--- config.mk ---
export PLATFORM = sky130hd
export DESIGN_NAME = ccff_chain_loader
export DESIGN_NICKNAME = d
export VERILOG_FILES = /design/src/rtl/ccff_chain_loader.sv
export SDC_FILE = /design/constraint.sdc
export NUM_CORES = 1
export LEC_CHECK = 0
export ABC_AREA = 1
export CAP_MARGIN = 5
export CORE_UTILIZATION = 50
export DETAILED_ROUTE_END_ITERATION = 10
export PLACE_DENSITY = 0.74
export SLEW_MARGIN = 15
export SYNTH_ARGS = -nofsm -noshare
export SYNTH_HDL_FRONTEND = slang
export SYNTH_SLANG_ARGS = --single-unit
--- constraint.sdc ---
create_clock -name prog_clk -period 2 [get_ports prog_clk]
set_input_delay 0.4 -clock prog_clk [delete_from_list [all_inputs] [get_ports prog_clk]]
set_output_delay 0.4 -clock prog_clk [all_outputs]
set_load 0.02 [all_outputs]
--- src/rtl/ccff_chain_loader.sv ---
// ccff_chain_loader: fetches bitstream words and shifts them LSB-first into a ccff chain, optionally replaying and checking the stream
module ccff_chain_loader #(
  parameter int WORD_W    = 8,
  parameter int CHAIN_LEN = 48
) (
  input  logic              prog_clk,
  input  logic              pReset_n,
  input  logic              start,
  input  logic              verify,
  input  logic [WORD_W-1:0] bs_data,
  input  logic              bs_valid,
  output logic              bs_ready,
  output logic              ccff_head,
  output logic              ccff_shift_en,
  input  logic              ccff_tail,
  output logic              busy,
  output logic              done,
  output logic              err
);
  localparam int IW = $clog2(WORD_W);
  localparam int BW = CHAIN_LEN > 1 ? $clog2(CHAIN_LEN) : 1;
  typedef enum logic [1:0] {IDLE, FETCH, SHIFT, FINISH} state_t;
  state_t state, state_n;
  logic [WORD_W-1:0] sr, sr_n;
  logic [IW-1:0] idx, idx_n;
  logic [BW-1:0] bcnt, bcnt_n;
  logic pass, pass_n, vfy, vfy_n, err_n;
  assign bs_ready = state == FETCH;
  always_comb begin
    state_n = state;
    sr_n    = sr;
    idx_n   = idx;
    bcnt_n  = bcnt;
    pass_n  = pass;
    vfy_n   = vfy;
    err_n   = err;
    case (state)
      IDLE: if (start) begin
        vfy_n   = verify;
        err_n   = 1'b0;
        bcnt_n  = '0;
        pass_n  = 1'b0;
        state_n = FETCH;
      end
      FETCH: if (bs_valid) begin
        sr_n    = bs_data;
        idx_n   = '0;
        state_n = SHIFT;
      end
      SHIFT: begin
        sr_n   = sr >> 1;
        idx_n  = idx + IW'(1);
        bcnt_n = bcnt + BW'(1);
        // the tail now returns the pass-0 bit at the same position as the head
        if (pass && ccff_tail != ccff_head) err_n = 1'b1;
        if (bcnt == BW'(CHAIN_LEN - 1)) begin
          if (vfy && !pass) begin
            pass_n  = 1'b1;
            bcnt_n  = '0;
            state_n = FETCH;
          end else state_n = FINISH;
        end else if (idx == IW'(WORD_W - 1)) state_n = FETCH;
      end
      default: state_n = IDLE;
    endcase
  end
  // outputs are registered from next-state so they line up with the state they describe
  always_ff @(posedge prog_clk or negedge pReset_n)
    if (!pReset_n) begin
      state         <= IDLE;
      sr            <= '0;
      idx           <= '0;
      bcnt          <= '0;
      pass          <= 1'b0;
      vfy           <= 1'b0;
      err           <= 1'b0;
      ccff_head     <= 1'b0;
      ccff_shift_en <= 1'b0;
      busy          <= 1'b0;
      done          <= 1'b0;
    end else begin
      state         <= state_n;
      sr            <= sr_n;
      idx           <= idx_n;
      bcnt          <= bcnt_n;
      pass          <= pass_n;
      vfy           <= vfy_n;
      err           <= err_n;
      ccff_head     <= state_n == SHIFT && sr_n[0];
      ccff_shift_en <= state_n == SHIFT;
      busy          <= state_n != IDLE;
      done          <= state_n == FINISH;
    end
endmodule

==> results of run 1 <==
==> per-layer routing <==
layer  routed length, microns  up-vias  GRT usage [%]
met5                        0        -              0
met4                       40        0           8.36
met3                       75        4           2.33
met2                     1370       17           33.9
met1                     1310      523           25.5
li1                         -      581              -
==> repair_timing <==
action / in CTS / in global routing
buffers inserted: 0 / 0
gates resized for setup: 1 / 0
hold endpoints to repair: 0 / 0
setup endpoints to repair: 1 / 0
==> per-stage QoR <==
step	util (%)	setup WS, ps	hold WS [ps]	cell area, sq um	cells
after CTS	62.5	148	429	1720	224
after global routing	62.5	76.5	438	1720	224
after detailed placement	61.2	237	467	1690	220
after floorplan	-	471	104	1450	169
final	62.5	161	424	1720	224
after global placement	61.2	269	464	1690	220
==> cell usage in the layout, fill, tap and decap left out, types with 4 or more instances in the layout <==
cell type                         Yosys  final
sky130_fd_sc_hd__dfrtp_1             26     26
sky130_fd_sc_hd__nand2_1             29     29
sky130_fd_sc_hd__inv_1               28     28
sky130_fd_sc_hd__a21oi_1              8      8
sky130_fd_sc_hd__nor2_1              10     10
sky130_fd_sc_hd__nand3_1             14     14
sky130_fd_sc_hd__ha_1                 7      7
sky130_fd_sc_hd__nand2_2              6      6
sky130_fd_sc_hd__o21ai_0             16     16
sky130_fd_sc_hd__clkdlybuf4s50_1      0     18
sky130_fd_sc_hd__buf_4                0      4
==> registers in the layout, indices dropped and copies added, names as in the netlist <==
signal	flops
sr	8
pass	1
ccff_shift_en	1
state	2
ccff_head	1
idx	3
vfy	1
err	1
busy	1
bcnt	6
done	1
==> worst min-delay path by stage <==
stage / startpoint / to / slack (ps) / cells after the start
after floorplan: pReset_n / bcnt[0] / 100 / 0
after global placement: sr[0] / sr[0] / 460 / 2
after global routing: pReset_n / bcnt[4] / 440 / 2
after detailed placement: sr[0] / sr[0] / 470 / 2
final: pReset_n / bcnt[5] / 420 / 2
after CTS: pReset_n / pass / 430 / 2
==> critical path: cells and delay by family, from the launching register on <==
family                   cells  cell delay, ps
flip-flops                   1             500
buffers and inverters        2             410
adder cells (fa/ha/maj)      1             200
==> cell type report <==
| type | instances | area (sq um) | share of cell area (%) |
|---|---|---|---|
| well taps | 31 | 38.8 | 2.25 |
| flip-flops and latches | 26 | 651 | 37.8 |
| inverters | 31 | 118 | 6.83 |
| repair buffers | 23 | 219 | 12.7 |
| multi-input cells | 109 | 661 | 38.3 |
| clock buffers | 4 | 36.3 | 2.11 |
==> kinds of logic after synthesis <==
group,synth area share (%)
and+or+nand+nor,26.3
DFF,44.9
xor gates and xnor gates,0.605
AOI/OAI and AO/OA,12.6
buffers and inverters,9.50
adders and majority gates,6.04
==> power by group <==
part	total [uW]	internal [uW]	switching, uW
registers	772	683	89.0
clock network	270	111	159
logic	1150	412	734
==> results by group, run 1 <==
CTS
  – Htree depth: 1
  – Sinks on Clock Net: 26
  – Worst skew pair latency: 320 ps
  – CTS tree: done
  – Post-CTS clock slew at the launch and capture registers of the worst setup and hold paths: 140 ps
  – Hold bufs inserted after CTS: 0
  – Buffers from clock root to sink, at most: 2
  – Clock Tree Root: sky130_fd_sc_hd__clkbuf_4
  – Total CTS buffers: 3

Timing
  – Worst-case headroom to the max-slew limit: 78.3%
  – Slew at the pin closest to its max-slew limit: 325 ps
  – Period utilisation layout: 92.0%
  – Number of hold violations in the final report: 0
  – Setup TNS: 0 ps
  – Setup skew after layout: 2.85 ps
  – Max Freq: 544 MHz
  – Final critical path time including I/O delays and setup: 1840 ps
  – Setup-failing EPs final: 0
  – Number of slew-limit violations in the final report: 0
  – Unrepaired setup endpoints after global routing: no

Logic synthesis
  – Number of instances in the synthesized netlist: 169
  – Dominant cell type by area after synthesis: sky130_fd_sc_hd__dfrtp_1
  – Yosys cell types: 27
  – Most frequent cells after synthesis: sky130_fd_sc_hd__nand2_1 (29), sky130_fd_sc_hd__inv_1 (28), sky130_fd_sc_hd__dfrtp_1 (26), sky130_fd_sc_hd__o21ai_0 (16), sky130_fd_sc_hd__nand3_1 (14)
  – Fraction of synthesized cell area taken by the top area cell type: 44.9%
  – Number of flops mapped to enable cells by yosys: 0
  – Fraction of synthesis flops using an asynchronous set or reset pin: 100%
  – Count of warnings emitted by yosys: 0
  – Post-Syn Area: 0.00145 sq mm
  – Leading register cell type out of synthesis: sky130_fd_sc_hd__dfrtp_1
  – Post-synthesis average cell area: 8.57 sq um
  – Total of flip-flops plus latches after synthesis: 26
  – Synthesized netlist net count: 190
  – Register area share after synthesis: 44.9%
  – Leading post-synthesis cells by cell area: sky130_fd_sc_hd__dfrtp_1 (45%), sky130_fd_sc_hd__nand2_1 (7.5%), sky130_fd_sc_hd__inv_1 (7.3%)
  – Cell with the most instances after synthesis: sky130_fd_sc_hd__nand2_1

Setup path
  – Slowest stage delay, CP: 500 ps
  – Master of the slowest instance on the critical path: sky130_fd_sc_hd__dfrtp_1
  – Crit Path Category: flip-flop to primary output
  – Worst setup endpoint: bs_ready
  – Reg2reg setup slack: 230 ps
  – Critical path, cell by cell: inv_1 > ha_1 > dlygate4sd2_1
  – Worst setup SP type: flip-flop
  – Critical Path End Type: primary output
  – Critical Path AT: 1440 ps
  – Crit. Startpoint: state[1]
  – R2r startpoint: state[0]
  – Worst Reg-to-Reg Cells: 11
  – Peak fanout along the critical path: 5
  – Worst Path Required: 1600 ps
  – Capturing point of the worst reg2reg path: state[0]

Drt
  – Number of DRC violations after detailed-routing iteration 0: 49
  – Detailed Routing Iterations Pass 1: 5
  – DR vias/cell: 5.02
  – Routed WL: 2.79 mm
  – Remaining design rule violation count: 0
  – Detailed-route via count: 1125
  – Remaining antenna violation count after routing: 0
  – Avg WL per Cell: 12.5 microns

Power and ir drop
  – Maximum vdd drop: 0.852 mV
  – Leakage power: 0.000829 uW
  – Power per standard cell area: 1270 mW/mm^2
  – Total chip power: 2190 uW

Floorplan
  – Placeable core region: 0.00276 sq mm
  – Count of pins on the block boundary: 20
  – Height of the die: 55.8 microns
  – Row count: 19
  – Initial Util: 52.5%
  – Die W: 55.8 microns
  – Floorplan die area: 0.00312 sq mm

Global routing
  – Global routing usage summed across all routing layers: 19.8%
  – Total congestion overflow: 0
  – Largest net degree at the start of global routing: 27
  – Via count of the first global-routing pass: 1092
  – Global-route wire length before repair: 4.82 mm
  – Antenna violations before repair: 0

Placed design
  – Count of buffers from port buffering: 19
  – Detailed Place HPWL: 2.12 mm
  – Routability congestion estimate from global placement: 0.818

Finish
  – Fraction of layout instances using a drive strength above 1: 16.1%
  – Number of diodes added for antenna fixing: 0
  – Filler instances: 246
  – Total number of nets in the final design: 215
  – Area growth from synthesis to final layout: 18.9%

Min path
  – Hold Crit Class: input pin to async pin

Run
  – Max-cap violations: 0

Outcome
  – Status: complete, no violations
Power figures use the tool's default switching activity.
==> run 2, diff against run 1 <==
--- a/config.mk
+++ b/config.mk
@@ -9,8 +9,10 @@
 export CAP_MARGIN = 5
 export CORE_UTILIZATION = 50
 export DETAILED_ROUTE_END_ITERATION = 10
+export GPL_ROUTABILITY_DRIVEN = 0
 export PLACE_DENSITY = 0.74
 export SLEW_MARGIN = 15
 export SYNTH_ARGS = -nofsm -noshare
 export SYNTH_HDL_FRONTEND = slang
 export SYNTH_SLANG_ARGS = --single-unit
+export TNS_END_PERCENT = 10
==> results of run 2 <==
The final DEF is identical to that of run 1; final timing and power are the same.
==> run 3, diff against run 2 <==
--- a/config.mk
+++ b/config.mk
@@ -7,7 +7,9 @@
 export LEC_CHECK = 0
 export ABC_AREA = 1
 export CAP_MARGIN = 5
+export CORE_MARGIN = 1
 export CORE_UTILIZATION = 50
+export CTS_BUF_LIST = sky130_fd_sc_hd__clkbuf_4 sky130_fd_sc_hd__clkbuf_8
 export DETAILED_ROUTE_END_ITERATION = 10
 export GPL_ROUTABILITY_DRIVEN = 0
 export PLACE_DENSITY = 0.74
==> results of run 3 <==
The final DEF is identical to that of run 1; final timing and power are the same.
